[config.mk]
export PLATFORM = sky130hd
export DESIGN_NAME = button_debouncer
export DESIGN_NICKNAME = d
export VERILOG_FILES = /design/src/rtl/button_debouncer.sv
export SDC_FILE = /design/constraint.sdc
export NUM_CORES = 1
export LEC_CHECK = 0
export ABC_AREA = 1
export BUFFER_PORTS_ARGS = -buffer_cell sky130_fd_sc_hd__buf_4
export CAP_MARGIN = 30
export CORE_MARGIN = 2
export CORE_UTILIZATION = 60
export DETAILED_ROUTE_END_ITERATION = 6
export PLACE_DENSITY = 0.84
export SYNTH_ARGS = -nofsm -noshare
export SYNTH_HDL_FRONTEND = slang
export SYNTH_SLANG_ARGS = --single-unit
[constraint.sdc]
create_clock -name clk -period 1.75 [get_ports clk]
set_input_delay 0.0875 -clock clk [delete_from_list [all_inputs] [get_ports clk]]
set_output_delay 0.0875 -clock clk [all_outputs]
set_load 0.02 [all_outputs]
[src/rtl/button_debouncer.sv]
// Per-button synchronizer and debouncer: two-flop sync, then a stability-counting
// FSM per button producing a debounced level plus one-cycle press/release pulses.
module button_debouncer #(
    parameter int NUM_BTN         = 2,
    parameter int DEBOUNCE_CYCLES = 50000,
    parameter bit ACTIVE_LOW      = 1'b1
) (
    input  logic               clk,
    input  logic               reset,
    input  logic [NUM_BTN-1:0] push_button,
    output logic [NUM_BTN-1:0] btn_level,
    output logic [NUM_BTN-1:0] btn_press,
    output logic [NUM_BTN-1:0] btn_release
);

    localparam int unsigned CNT_W = $clog2(DEBOUNCE_CYCLES + 1);
    localparam logic [CNT_W-1:0] CNT_LAST = CNT_W'(DEBOUNCE_CYCLES - 1);

    typedef enum logic [1:0] {
        RELEASED     = 2'd0,
        PRESS_PEND   = 2'd1,
        PRESSED      = 2'd2,
        RELEASE_PEND = 2'd3
    } state_t;

    logic [NUM_BTN-1:0] pressed_raw;
    logic [NUM_BTN-1:0] s1;
    logic [NUM_BTN-1:0] s2;

    // Normalize polarity so 1 always means pressed downstream
    assign pressed_raw = ACTIVE_LOW ? ~push_button : push_button;

    always_ff @(posedge clk) begin
        if (reset) begin
            s1 <= '0;
            s2 <= '0;
        end else begin
            s1 <= pressed_raw;
            s2 <= s1;
        end
    end

    for (genvar i = 0; i < NUM_BTN; i++) begin : g_btn
        state_t           state_q, state_d;
        logic [CNT_W-1:0] cnt_q, cnt_d;
        logic             level_q, level_d;
        logic             press_q, press_d;
        logic             release_q, release_d;

        always_ff @(posedge clk) begin
            if (reset) begin
                state_q   <= RELEASED;
                cnt_q     <= '0;
                level_q   <= 1'b0;
                press_q   <= 1'b0;
                release_q <= 1'b0;
            end else begin
                state_q   <= state_d;
                cnt_q     <= cnt_d;
                level_q   <= level_d;
                press_q   <= press_d;
                release_q <= release_d;
            end
        end

        // A change is accepted only after s2 holds it for DEBOUNCE_CYCLES samples
        always_comb begin
            state_d   = state_q;
            cnt_d     = cnt_q;
            level_d   = level_q;
            press_d   = 1'b0;
            release_d = 1'b0;
            case (state_q)
                RELEASED: begin
                    if (s2[i]) begin
                        state_d = PRESS_PEND;
                        cnt_d   = CNT_W'(1);
                    end else begin
                        cnt_d = '0;
                    end
                end
                PRESS_PEND: begin
                    if (!s2[i]) begin
                        state_d = RELEASED;
                        cnt_d   = '0;
                    end else if (cnt_q == CNT_LAST) begin
                        state_d = PRESSED;
                        cnt_d   = '0;
                        level_d = 1'b1;
                        press_d = 1'b1;
                    end else begin
                        cnt_d = cnt_q + CNT_W'(1);
                    end
                end
                PRESSED: begin
                    if (!s2[i]) begin
                        state_d = RELEASE_PEND;
                        cnt_d   = CNT_W'(1);
                    end else begin
                        cnt_d = '0;
                    end
                end
                RELEASE_PEND: begin
                    if (s2[i]) begin
                        state_d = PRESSED;
                        cnt_d   = '0;
                    end else if (cnt_q == CNT_LAST) begin
                        state_d   = RELEASED;
                        cnt_d     = '0;
                        level_d   = 1'b0;
                        release_d = 1'b1;
                    end else begin
                        cnt_d = cnt_q + CNT_W'(1);
                    end
                end
                default: begin
                    state_d = RELEASED;
                    cnt_d   = '0;
                    level_d = 1'b0;
                end
            endcase
        end

        assign btn_level[i]   = level_q;
        assign btn_press[i]   = press_q;
        assign btn_release[i] = release_q;
    end

endmodule
== Yosys cells after proc, flatten, opt, wreduce, memory -nomap -nowiden ==
Index checks and enable logic that the tools add are counted.

* Flip-flop bits (word level): 46
* Bits in latches: 0
* Bits in writable memories: 0
* ROM bits: 0
* Input port bits: 4
* Output and inout bits: 6
* Word-level logic and storage cells: 95
* Memories: 0

* Add/sub/neg operators: 2
* Multipliers: 0
* Divide/modulo/power cells: 0
* Order comparisons: 0
* Equality and inequality tests: 24
* Shift operators: 0
* Mux-type cells: 38
* Bitwise logic cells: 7
* Reduce and logical (&&, ||, !) cells: 12

{| class="wikitable"
|+ Operators with widths
! operator !! count
|-
| 16-bit case mux with 4 select lines || 2
|-
| 16-bit two-way mux || 6
|-
| 16-bit by 1-bit adder with 16-bit output, second input constant || 2
|-
| 16-bit equality test, second input constant || 2
|-
| 2-bit two-way mux || 12
|-
| 2-bit != test, second input constant || 12
|-
| 2-bit case mux with 4 select lines || 2
|-
| 1-bit two-way mux || 14
|-
| 3-bit != test, second input constant || 4
|-
| 3-bit OR reduction || 4
|-
| 5-bit AND reduction || 2
|-
| 2-bit equality test, second input constant || 4
|-
| 4-bit AND reduction || 2
|-
| 1-bit inverter || 6
|-
| 2-bit by 1-bit equality test with 1-bit output, second input constant || 2
|-
| 2-bit zero test || 2
|-
| 1-bit case mux with 2 select lines || 2
|-
| 2-bit nonzero test || 2
|-
| 2-bit inverter || 1
|}

== Depth between registers and ports, before layout ==
* Depth in word-level cells: 4
* Gate-level depth with buffers: 9

== Worst setup path after synthesis ==
Ideal clock, no wire load.

* Path type: flip-flop to flip-flop
* Start point: register g_btn[1].cnt_q[0]
* End point: register g_btn[1].cnt_q[11]
* Setup time: 0.114 ns
* Arrival time: 1.183 ns
* Data required time: 1.636 ns
* Setup slack: 0.453 ns
* Stages on the path, launching flop included: 8
* Buffers on the path: 1
* Period minus slack after synthesis: 1.297 ns
* Path through: dfxtp_1 -> ha_1 -> nand3_1 -> nor2_2 -> nand2_2 -> nand3_4 -> buf_6 -> nor2_1

* Cells in the longest elaborated chain, start to end: 4
* Elaborated cells between the ends (all ways): 6
* Those cells by class: 1 x add/sub; 1 x eq/ne; 4 x mux

{| class="wikitable"
|+ RTL lines
! element !! line !! RTL
|-
| start: declaration || 45 || <nowiki>logic [CNT_W-1:0] cnt_q, cnt_d;</nowiki>
|-
| start signal: assignment || 59 || <nowiki>cnt_q <= cnt_d;</nowiki>
|-
| 16-bit by 1-bit adder with 16-bit output or 16-bit equality test (tied branches) || n/a ||
|-
| 16-bit two-way mux (*) || 86, 107 ||
|-
| 16-bit two-way mux, on equally long branches || 104, 83 ||
|-
| 16-bit case mux with 4 select lines (*) || 73 || <nowiki>case (state_q)</nowiki>
|}

Mark *: on every way between the ends. The rest lies on a longest branch, timed or not.
A chain may end at the register's enable or synchronous reset.

==> results.sh <==
export IMPL_antenna_found_initial=0
export IMPL_drv_slew=0
export IMPL_first_iter_violations=129
export IMPL_syn_area_um2=2280
export IMPL_clock_path_buffers=2
export IMPL_die_y_um=65.7
export IMPL_intPower_mw=1.40
export IMPL_clk_pin_slew_ns=0.09
export IMPL_io_buffers=9
export IMPL_num_rows=22
export IMPL_yosys_top_cells_area="dfxtp_1, nor2_1, nand2_1"
export IMPL_ys_ff_latch=46
export IMPL_clk_latency_ns=0.30
export IMPL_viasPerCell=5.23
export IMPL_ant_nets=0
export IMPL_rsz0062_at_grt="no"
export IMPL_final_hold_violation_count=0
export IMPL_p_sw_share_pct=22.4
export IMPL_r2r_start="g_btn[1].cnt_q[1]"
export IMPL_worstPathMaxFanout=3
export IMPL_grt_total_usage_pct=24.1
export IMPL_tightest_slew_ns=0.460
export IMPL_cts_tree="built"
export IMPL_grt_pass1_wl_mm=8.02
export IMPL_grt_max_degree=16
export IMPL_power_switching_mw=0.403
export IMPL_synth_enable_flop_cells=0
export IMPL_pwr_share_comb_pct=3.0
export IMPL_grt_pass1_vias=1966
export IMPL_drive_gt1_share_pct=10.9
export IMPL_highest_layer="met4"
export IMPL_period_needed_ns=1.50
export IMPL_core_area_um2=3660
export IMPL_ys_seq_area_share_pct=40.3
export IMPL_timing_fmax_mhz=665
export IMPL_setup_worst_path_end_class="register"
export IMPL_ir_drop_uv=543
export IMPL_htreeDepth=2
export IMPL_fin_crit_sh_pct=86.0
export IMPL_status="complete, no violations"
export IMPL_wl_met3_um=154
export IMPL_yosysTopAreaCellShare_pct=40.3
export IMPL_start_kind="register"
export IMPL_gp_congestion=0.897
export IMPL_initial_core_util_pct=62.4
export IMPL_fin_setup_tns_ns=0
export IMPL_hp_start="s1[1]"
export IMPL_syn_inst=326
export IMPL_routed_wl_met2_mm=2.46
export IMPL_postLayoutCoreUtil_pct=67.8
export IMPL_hold_path_class="reg -> reg"
export IMPL_fin_total_pwr_mw=1.80
export IMPL_synth_most_common_cell="nor2_1"
export IMPL_r2r_slack_ns=0.25
export IMPL_cts_sinks=46
export IMPL_wl_met1_mm=1.95
export IMPL_die_area_um2=4320
export IMPL_final_nets=344
export IMPL_pwr_share_seq_pct=59.3
export IMPL_ys_flop_type="dfxtp_1"
export IMPL_crit_required_ns=1.95
export IMPL_avgSynthCellArea_um2=7.01
export IMPL_yosys_top_cells_count="nor2_1, nand2_1, dfxtp_1"
export IMPL_power_density_nw_per_um2=726
export IMPL_pre_cts_ws_ns=0.251
export IMPL_synth_distinct_cells=28
export IMPL_dr_pass1_iters=6
export IMPL_synth_warnings=0
export IMPL_p_leak_nw=0.906
export IMPL_fillers=317
export IMPL_setup_violations=0
export IMPL_syn2layout_area_growth_pct=8.60
export IMPL_root_buffer="clkbuf_8"
export IMPL_dieWidth_um=65.7
export IMPL_cp_startpoint="g_btn[1].cnt_q[1]"
export IMPL_crit_arrival_ns=1.70
export IMPL_maxCapViolCount=0
export IMPL_yosys_area_top_type="dfxtp_1"
export IMPL_routed_wl_mm=4.71
export IMPL_p_clk_share_pct=37.7
export IMPL_clock_skew_final_ns=0.00802
export IMPL_path_class="reg -> reg"
export IMPL_detailroute_via_count=2018
export IMPL_worst_slew_margin_rel_pct=69.3
export IMPL_setup_slack_ns=0.246
export IMPL_async_flop_share_pct=0
export IMPL_dpl_hpwl_mm=3.30
export IMPL_synthesis_nets=333
export IMPL_numCtsBuffers=5
export IMPL_drc=0
export IMPL_overflow=0
export IMPL_io_pins=10
export IMPL_cts_setup_buffers=0
export IMPL_diodes=0
export IMPL_routedWlPerCell_um=12.2
[cells in the final DEF, fill, tap and decap left out, drive strengths merged]
master | netlist | layout
inv | 34 | 34
o21bai | 3 | 3
nand4 | 7 | 7
a31oi | 1 | 1
nor2 | 82 | 82
dlygate4sd3 | 0 | 5
a21oi | 4 | 4
buf | 9 | 9
clkinv | 0 | 1
clkbuf | 1 | 6
nor3 | 15 | 15
nand2 | 70 | 70
dfxtp | 46 | 46
ha | 3 | 3
xor2 | 12 | 12
xnor2 | 3 | 3
nand3 | 29 | 29
or2 | 1 | 1
o22ai | 1 | 1
clkinvlp | 0 | 1
o21ai | 4 | 4
nor3b | 1 | 1
[power groups by stage]
stage | Combinational [mW] | Clock [mW] | Sequential, mW
detailed placement | 0.0433 | 0 | 1.09
finish | 0.0549 | 0.678 | 1.07
global placement | 0.0413 | 0 | 1.09
CTS | 0.0534 | 0.683 | 1.07
global route | 0.0610 | 0.738 | 1.07
floorplan | 0.0329 | 0 | 1.09
[per-layer routing]
layer | vias up | track usage [%]
met3 | 16 | 4.79
met1 | 912 | 25.6
li1 | 1043 | -
met2 | 47 | 44.2
met4 | 0 | 12.5
met5 | - | 0
[final timing paths]
| kind | end | cells after the start |
|---|---|---|
| setup / recovery | register | 8 |
| hold / removal | s2[1] | 2 |
| setup reg to reg | register | 8 |
| hold reg to reg | s2[1] | 2 |
[through the flow]
stage,std cells,instance area (um^2),hold slack (ns)
floorplan,326,2280,0.154
global placement,373,2340,0.242
detailed placement,373,2340,0.241
CTS,386,2480,0.412
global route,386,2480,0.436
finish,386,2480,0.414
[repair_timing]
action / in CTS / in global routing
gates resized for setup: 0 / 0
hold endpoints to repair: 4 / 0
hold buffers: 5 / 0
[cells by family (layout without fill, tap and decap cells)]
family / count (synthesis) / after routing / synth area share (%)
buf+inv: 44 / 56 / 8.93
compound gates: 13 / 13 / 3.29
simple gates: 205 / 205 / 40.1
flops: 46 / 46 / 40.3
xor+xnor: 15 / 15 / 5.75
fa+ha+maj: 3 / 3 / 1.64
[worst max-delay path, stage by stage (launching register included)]
cell and delay (ns):
dfxtp_1 0.38, ha_1 0.22, nand3_1 0.15, nor2_2 0.20
nand2_2 0.10, nand2_1 0.12, nand2_1 0.07, nand3_1 0.07
nand2_1 0.07
[flip-flops by register name (all words and copies together), names as in the netlist, named ones only]
name,cells
g_btn.cnt_q,32
g_btn.level_q,2
g_btn.press_q,2
g_btn.release_q,2
g_btn.state_q,2
s1,2
s2,2
[final cells by class]
| cell class | instances | area (um^2) | share of cell area, % |
|---|---|---|---|
| well taps | 48 | 60.1 | 2.42 |
| flip-flops and latches | 46 | 921 | 37.1 |
| clock buffers | 6 | 82.6 | 3.33 |
| repair buffers | 14 | 118 | 4.74 |
| inverters | 34 | 128 | 5.14 |
| clock inverters | 2 | 12.5 | 0.504 |
| multi-input cells | 236 | 1160 | 46.7 |
(Power assumes the default switching activity.)
